### config.mk
export PLATFORM = sky130hd
export DESIGN_NAME = count_wrap_monitor
export DESIGN_NICKNAME = d
export VERILOG_FILES = /design/src/rtl/count_wrap_monitor.sv
export SDC_FILE = /design/constraint.sdc
export NUM_CORES = 1
export LEC_CHECK = 0
export BUFFER_PORTS_ARGS = -buffer_cell sky130_fd_sc_hd__buf_2
export CORE_MARGIN = 4
export CORE_UTILIZATION = 25
export CTS_BUF_LIST = sky130_fd_sc_hd__clkbuf_8
export CTS_CLUSTER_DIAMETER = 200
export DETAILED_ROUTE_END_ITERATION = 6
export SETUP_SLACK_MARGIN = 0.15
export SYNTH_ARGS = -nofsm -noshare
export SYNTH_HDL_FRONTEND = slang
export SYNTH_SLANG_ARGS = --single-unit
### constraint.sdc
create_clock -name clk -period 2.8 [get_ports clk]
set_input_delay 0.28 -clock clk [delete_from_list [all_inputs] [get_ports clk]]
set_output_delay 0.28 -clock clk [all_outputs]
set_load 0.01 [all_outputs]
### src/rtl/count_wrap_monitor.sv
// rtl/count_wrap_monitor.sv - step/wrap/jump classifier for an up/down preload counter
//
// Purpose:
//   Watches a counter's value each clock and classifies every change as a unit
//   up-step, unit down-step or jump (load/clear). Emits single-cycle wrap,
//   jump and threshold-arrival pulses and keeps a saturating wrap tally.
//
// Ports:
//   clk          in   rising-edge clock, shared with the counter
//   clr          in   synchronous active-high reset
//   count        in   [BIT-1:0] counter value under observation
//   data_load_f  in   1 = counter running (preload done)
//   thresh       in   [BIT-1:0] match value, sampled every cycle
//   match_pulse  out  1-cycle pulse: count arrived at thresh
//   wrap_up      out  1-cycle pulse: step MAX -> 0
//   wrap_dn      out  1-cycle pulse: step 0 -> MAX
//   jump_pulse   out  1-cycle pulse: non-unit change
//   dir          out  direction of last unit step (1 = up)
//   wrap_cnt     out  [WRAP_W-1:0] saturating wrap tally since tracking began
//   wrap_sat     out  1 while wrap_cnt is all-ones
//   tracking     out  1 in TRACK/SAT states

module count_wrap_monitor #(
  parameter int BIT    = 4,
  parameter int WRAP_W = 8
) (
  input  logic              clk,
  input  logic              clr,
  input  logic [BIT-1:0]    count,
  input  logic              data_load_f,
  input  logic [BIT-1:0]    thresh,
  output logic              match_pulse,
  output logic              wrap_up,
  output logic              wrap_dn,
  output logic              jump_pulse,
  output logic              dir,
  output logic [WRAP_W-1:0] wrap_cnt,
  output logic              wrap_sat,
  output logic              tracking
);

  typedef enum logic [1:0] {
    IDLE  = 2'd0,
    TRACK = 2'd1,
    SAT   = 2'd2
  } state_t;

  localparam logic [BIT-1:0]    CNT_MAX  = {BIT{1'b1}};
  localparam logic [WRAP_W-1:0] WRAP_MAX = {WRAP_W{1'b1}};

  state_t            state_q, state_d;
  logic [BIT-1:0]    prev_q, prev_d;
  logic              match_q, match_d;
  logic              wrap_up_q, wrap_up_d;
  logic              wrap_dn_q, wrap_dn_d;
  logic              jump_q, jump_d;
  logic              dir_q, dir_d;
  logic [WRAP_W-1:0] wrap_cnt_q, wrap_cnt_d;
  logic              wrap_sat_q, wrap_sat_d;
  logic              tracking_q, tracking_d;

  // Modulo-2**BIT neighbours of the previous sample.
  logic [BIT-1:0]    prev_inc, prev_dec;
  logic [WRAP_W-1:0] wrap_inc;

  assign prev_inc = prev_q + BIT'(1);
  assign prev_dec = prev_q - BIT'(1);
  assign wrap_inc = wrap_cnt_q + WRAP_W'(1);

  always_comb begin
    state_d    = state_q;
    prev_d     = prev_q;
    match_d    = 1'b0;
    wrap_up_d  = 1'b0;
    wrap_dn_d  = 1'b0;
    jump_d     = 1'b0;
    dir_d      = dir_q;
    wrap_cnt_d = wrap_cnt_q;
    wrap_sat_d = wrap_sat_q;

    case (state_q)
      IDLE: begin
        // Entry edge only captures the baseline; nothing is classified.
        if (data_load_f) begin
          prev_d     = count;
          wrap_cnt_d = '0;
          wrap_sat_d = 1'b0;
          state_d    = TRACK;
        end
      end

      TRACK, SAT: begin
        if (!data_load_f) begin
          // Leaving: tally, saturation flag and dir stay visible while idle.
          state_d = IDLE;
        end else begin
          prev_d = count;
          if (count == prev_q) begin
            // dwell: no pulse
          end else if (count == prev_inc) begin
            dir_d     = 1'b1;
            wrap_up_d = (prev_q == CNT_MAX);
          end else if (count == prev_dec) begin
            dir_d     = 1'b0;
            wrap_dn_d = (prev_q == '0);
          end else begin
            jump_d = 1'b1;
          end

          // Arrival only; a jump that lands on thresh counts as arrival.
          match_d = (count == thresh) && (count != prev_q);

          // In SAT the tally is frozen at all-ones.
          if ((wrap_up_d || wrap_dn_d) && state_q == TRACK) begin
            wrap_cnt_d = wrap_inc;
            if (wrap_inc == WRAP_MAX) begin
              wrap_sat_d = 1'b1;
              state_d    = SAT;
            end
          end
        end
      end

      default: state_d = IDLE;
    endcase

    tracking_d = (state_d != IDLE);
  end

  always_ff @(posedge clk) begin
    if (clr) begin
      state_q    <= IDLE;
      prev_q     <= '0;
      match_q    <= 1'b0;
      wrap_up_q  <= 1'b0;
      wrap_dn_q  <= 1'b0;
      jump_q     <= 1'b0;
      dir_q      <= 1'b0;
      wrap_cnt_q <= '0;
      wrap_sat_q <= 1'b0;
      tracking_q <= 1'b0;
    end else begin
      state_q    <= state_d;
      prev_q     <= prev_d;
      match_q    <= match_d;
      wrap_up_q  <= wrap_up_d;
      wrap_dn_q  <= wrap_dn_d;
      jump_q     <= jump_d;
      dir_q      <= dir_d;
      wrap_cnt_q <= wrap_cnt_d;
      wrap_sat_q <= wrap_sat_d;
      tracking_q <= tracking_d;
    end
  end

  assign match_pulse = match_q;
  assign wrap_up     = wrap_up_q;
  assign wrap_dn     = wrap_dn_q;
  assign jump_pulse  = jump_q;
  assign dir         = dir_q;
  assign wrap_cnt    = wrap_cnt_q;
  assign wrap_sat    = wrap_sat_q;
  assign tracking    = tracking_q;

endmodule

==> results.py <==
metrics = {
    "timing": {
        "finalMaxSlewViolations": 0,
        "rsz0062_at_grt": "no",
        "tightest_slew_ns": 0.518,
        "timing.fmax_mhz": 397,
        "whs_ns": 0.298,
        "fin_crit_ns": 2.52,
        "setup_viol": 0,
        "skew_ns": 0.00212,
        "finalSetupTns_ns": 0,
        "finalHoldViolCount": 0,
        "finalCritPeriodShare_pct": 89.9,
        "slew_headroom_pct": 65.3,
    },
    "synth": {
        "ys.flop_type": "dfxtp_1",
        "syn-num-nets": 174,
        "async_flop_share_pct": 0,
        "syn_area_mm2": 0.00131,
        "synth_edf_count": 0,
        "synth_largest_area_cell": "dfxtp_1",
        "yosysWarningCount": 0,
        "synthTopCellsByArea": "dfxtp_1 32%, ha_1 7.6%, xnor2_1 6.7%",
        "synth_top_cell_area_share_pct": 32.1,
        "ys_seq_elements": 21,
        "yosysSeqAreaShare_pct": 32.1,
        "synth_area_per_cell_um2": 8.45,
        "ys_types": 39,
        "syn_inst": 155,
    },
    "critical_path": {
        "arrival_ns": 2.71,
        "crit_buf_inv": 3,
        "path_cells": "inv_1 > ha_1 > xor2_2 > nand2b_1 > or4_4 > a2111oi_4 > buf_4 > buf_4 > a21oi_1 > nor3_1",
        "required_ns": 2.99,
        "crit_family": "simple AND/OR/NAND/NOR gates",
        "worstSetupPathType": "reg -> reg",
        "startpoint_type": "flop",
        "crit_path_frequent_cell": "buf_4",
        "slowest_delay_ns": 0.45,
        "end_kind": "flop",
        "reg2reg_from": "prev_q[0]",
        "crit_start": "prev_q[0]",
        "crit_path_max_fanout": 5,
        "critPathSlowestCell": "or4_4",
    },
    "power_and_ir_drop": {
        "vdd_drop_max_mv": 0.145,
        "p_per_area_mw_per_mm2": 396,
        "p_leak_nw": 0.611,
    },
    "finish": {
        "nets": 202,
        "layout_common_cells": "25 x buf_2, 18 x dfxtp_1, 12 x nand3_1",
        "stdcell_count": 252,
        "post_route_cells_drive_above_1_share_pct": 24.2,
        "antenna_cells": 0,
        "final_common_cell": "buf_2",
        "syn_to_final_growth_pct": 22.6,
    },
    "clock_tree": {
        "clock-sinks": 21,
        "clk_path_buf_depth": 2,
        "insertion_delay_ns": 0.26,
        "path_clk_slew_ns": 0.08,
        "ctsRootBufferMaster": "clkbuf_8",
        "cts_made_buffers": 3,
        "htree_levels": 1,
        "cts_tree": "yes",
    },
    "grt": {
        "grt_util_all_layers_pct": 9.68,
        "antenna_found_initial": 0,
        "grt_max_degree": 19,
        "grt-ovfl-total": 0,
        "grt_pass1_wl_um": 4910,
        "grt_pass1_vias": 1062,
    },
    "place": {
        "port_buffers": 25,
        "gp_congestion": 0.829,
        "dp_cells": 245,
        "hpwlAfterDp_um": 2320,
    },
    "detailed_routing": {
        "drc_errors": 0,
        "routed_via_density": 4.66,
        "via_count": 1174,
        "routed_wl_um": 3120,
        "ant_nets": 0,
        "drt-wirelength-per-cell_um": 12.4,
        "first_pass_iters": 6,
        "drt_iter0_markers": 78,
    },
    "min_path": {
        "hold_class": "in -> reg",
        "min_from": "thresh[2]",
    },
    "floorplan": {
        "die_x_um": 80.4,
        "coreArea_mm2": 0.00511,
        "rows": 26,
        "pin_count": 26,
        "die_area_mm2": 0.00646,
        "start_util_pct": 25.6,
        "die_h_um": 80.4,
    },
    "outcome": {
        "status": "finished clean",
    },
    "run": {
        "cap_viol_max_count": 0,
    },
}
through the flow:
step	util (%)	cell area (µm²)	power [W]	setup slack, ns
2_1_floorplan	-	1310	0.000405	0.505
3_3_place_gp	29.6	1510	0.000434	0.333
3_5_place_dp	29.6	1510	0.000435	0.291
4_1_cts	30.5	1560	0.000639	0.281
5_1_grt	31.5	1610	0.000669	0.138
6_report	31.5	1610	0.000636	0.283
what timing repair did:
action	in CTS	in global routing
resized for setup	0	7
buffers inserted	0	3
hold buffers	0	0
endpoints found under the setup margin	0	6
path summary, 6_finish.rpt:
| path | to | slack [ns] | cells after the start |
|---|---|---|---|
| setup / recovery | wrap_sat | 0.28 | 10 |
| hold reg to reg | dir | 0.49 | 2 |
| setup reg to reg | wrap_sat | 0.28 | 10 |
| hold / removal | match_pulse | 0.30 | 4 |
cell usage after synthesis, types with 3 or more instances:
cell type / instances
dfxtp_1: 21
or4_1: 3
a21oi_1: 8
inv_1: 8
nand2_1: 11
nand3_1: 12
and2_1: 3
nand4_1: 5
clkbuf_1: 7
xnor2_1: 10
xor2_1: 4
nor3_1: 7
nand2b_1: 4
ha_1: 8
nor2_1: 10
or3_1: 4
per-layer routing:
metal	global-route usage, %	share of wire (%)	up-vias
li1	-	-	609
met1	12.9	48	538
met2	14.7	46	24
met4	4.05	0.96	0
met5	0	0	-
met3	2.35	4.7	3
cell families after synthesis:
kind of cell	count (synthesis)	synth area share (%)
AND/OR/NAND/NOR	66	26.7
flip-flops	21	32.1
AO/OA/AOI/OAI	27	15.9
buffers and inverters	15	4.30
XOR/XNOR	16	11.8
adder cells (fa/ha/maj)	8	7.64
multiplexers	2	1.53
state kept, by name (all words and copies together), names as in the netlist:
signal and count:
jump_pulse 1, wrap_up 1, wrap_sat 1, wrap_dn 1, dir 1, tracking 1
match_pulse 1, state_q 2, wrap_cnt 8, prev_q 4
cell type report:
cell class / count / area, µm²
well taps: 70 / 87.6
inverters: 8 / 30.0
repair buffers: 30 / 163
flip-flops and latches: 21 / 424
clock buffers: 3 / 41.3
multi-input cells: 119 / 857
clock inverters: 1 / 3.75
fillers: 551 / 3500
tightest hold or removal path: stages:
cell and delay, ns:
buf_2 0.08, xnor2_1 0.05, nand4_1 0.07, nor2_1 0.04
power breakdown:
part / leakage, nW / total, W / switching, W / internal, W
registers: 0.172 / 0.000313 / 0.00000735 / 0.000305
clock network: 0.0269 / 0.000200 / 0.000102 / 0.0000979
logic: 0.412 / 0.000124 / 0.0000725 / 0.0000516
No activity file was read; power rests on OpenSTA's default activity.
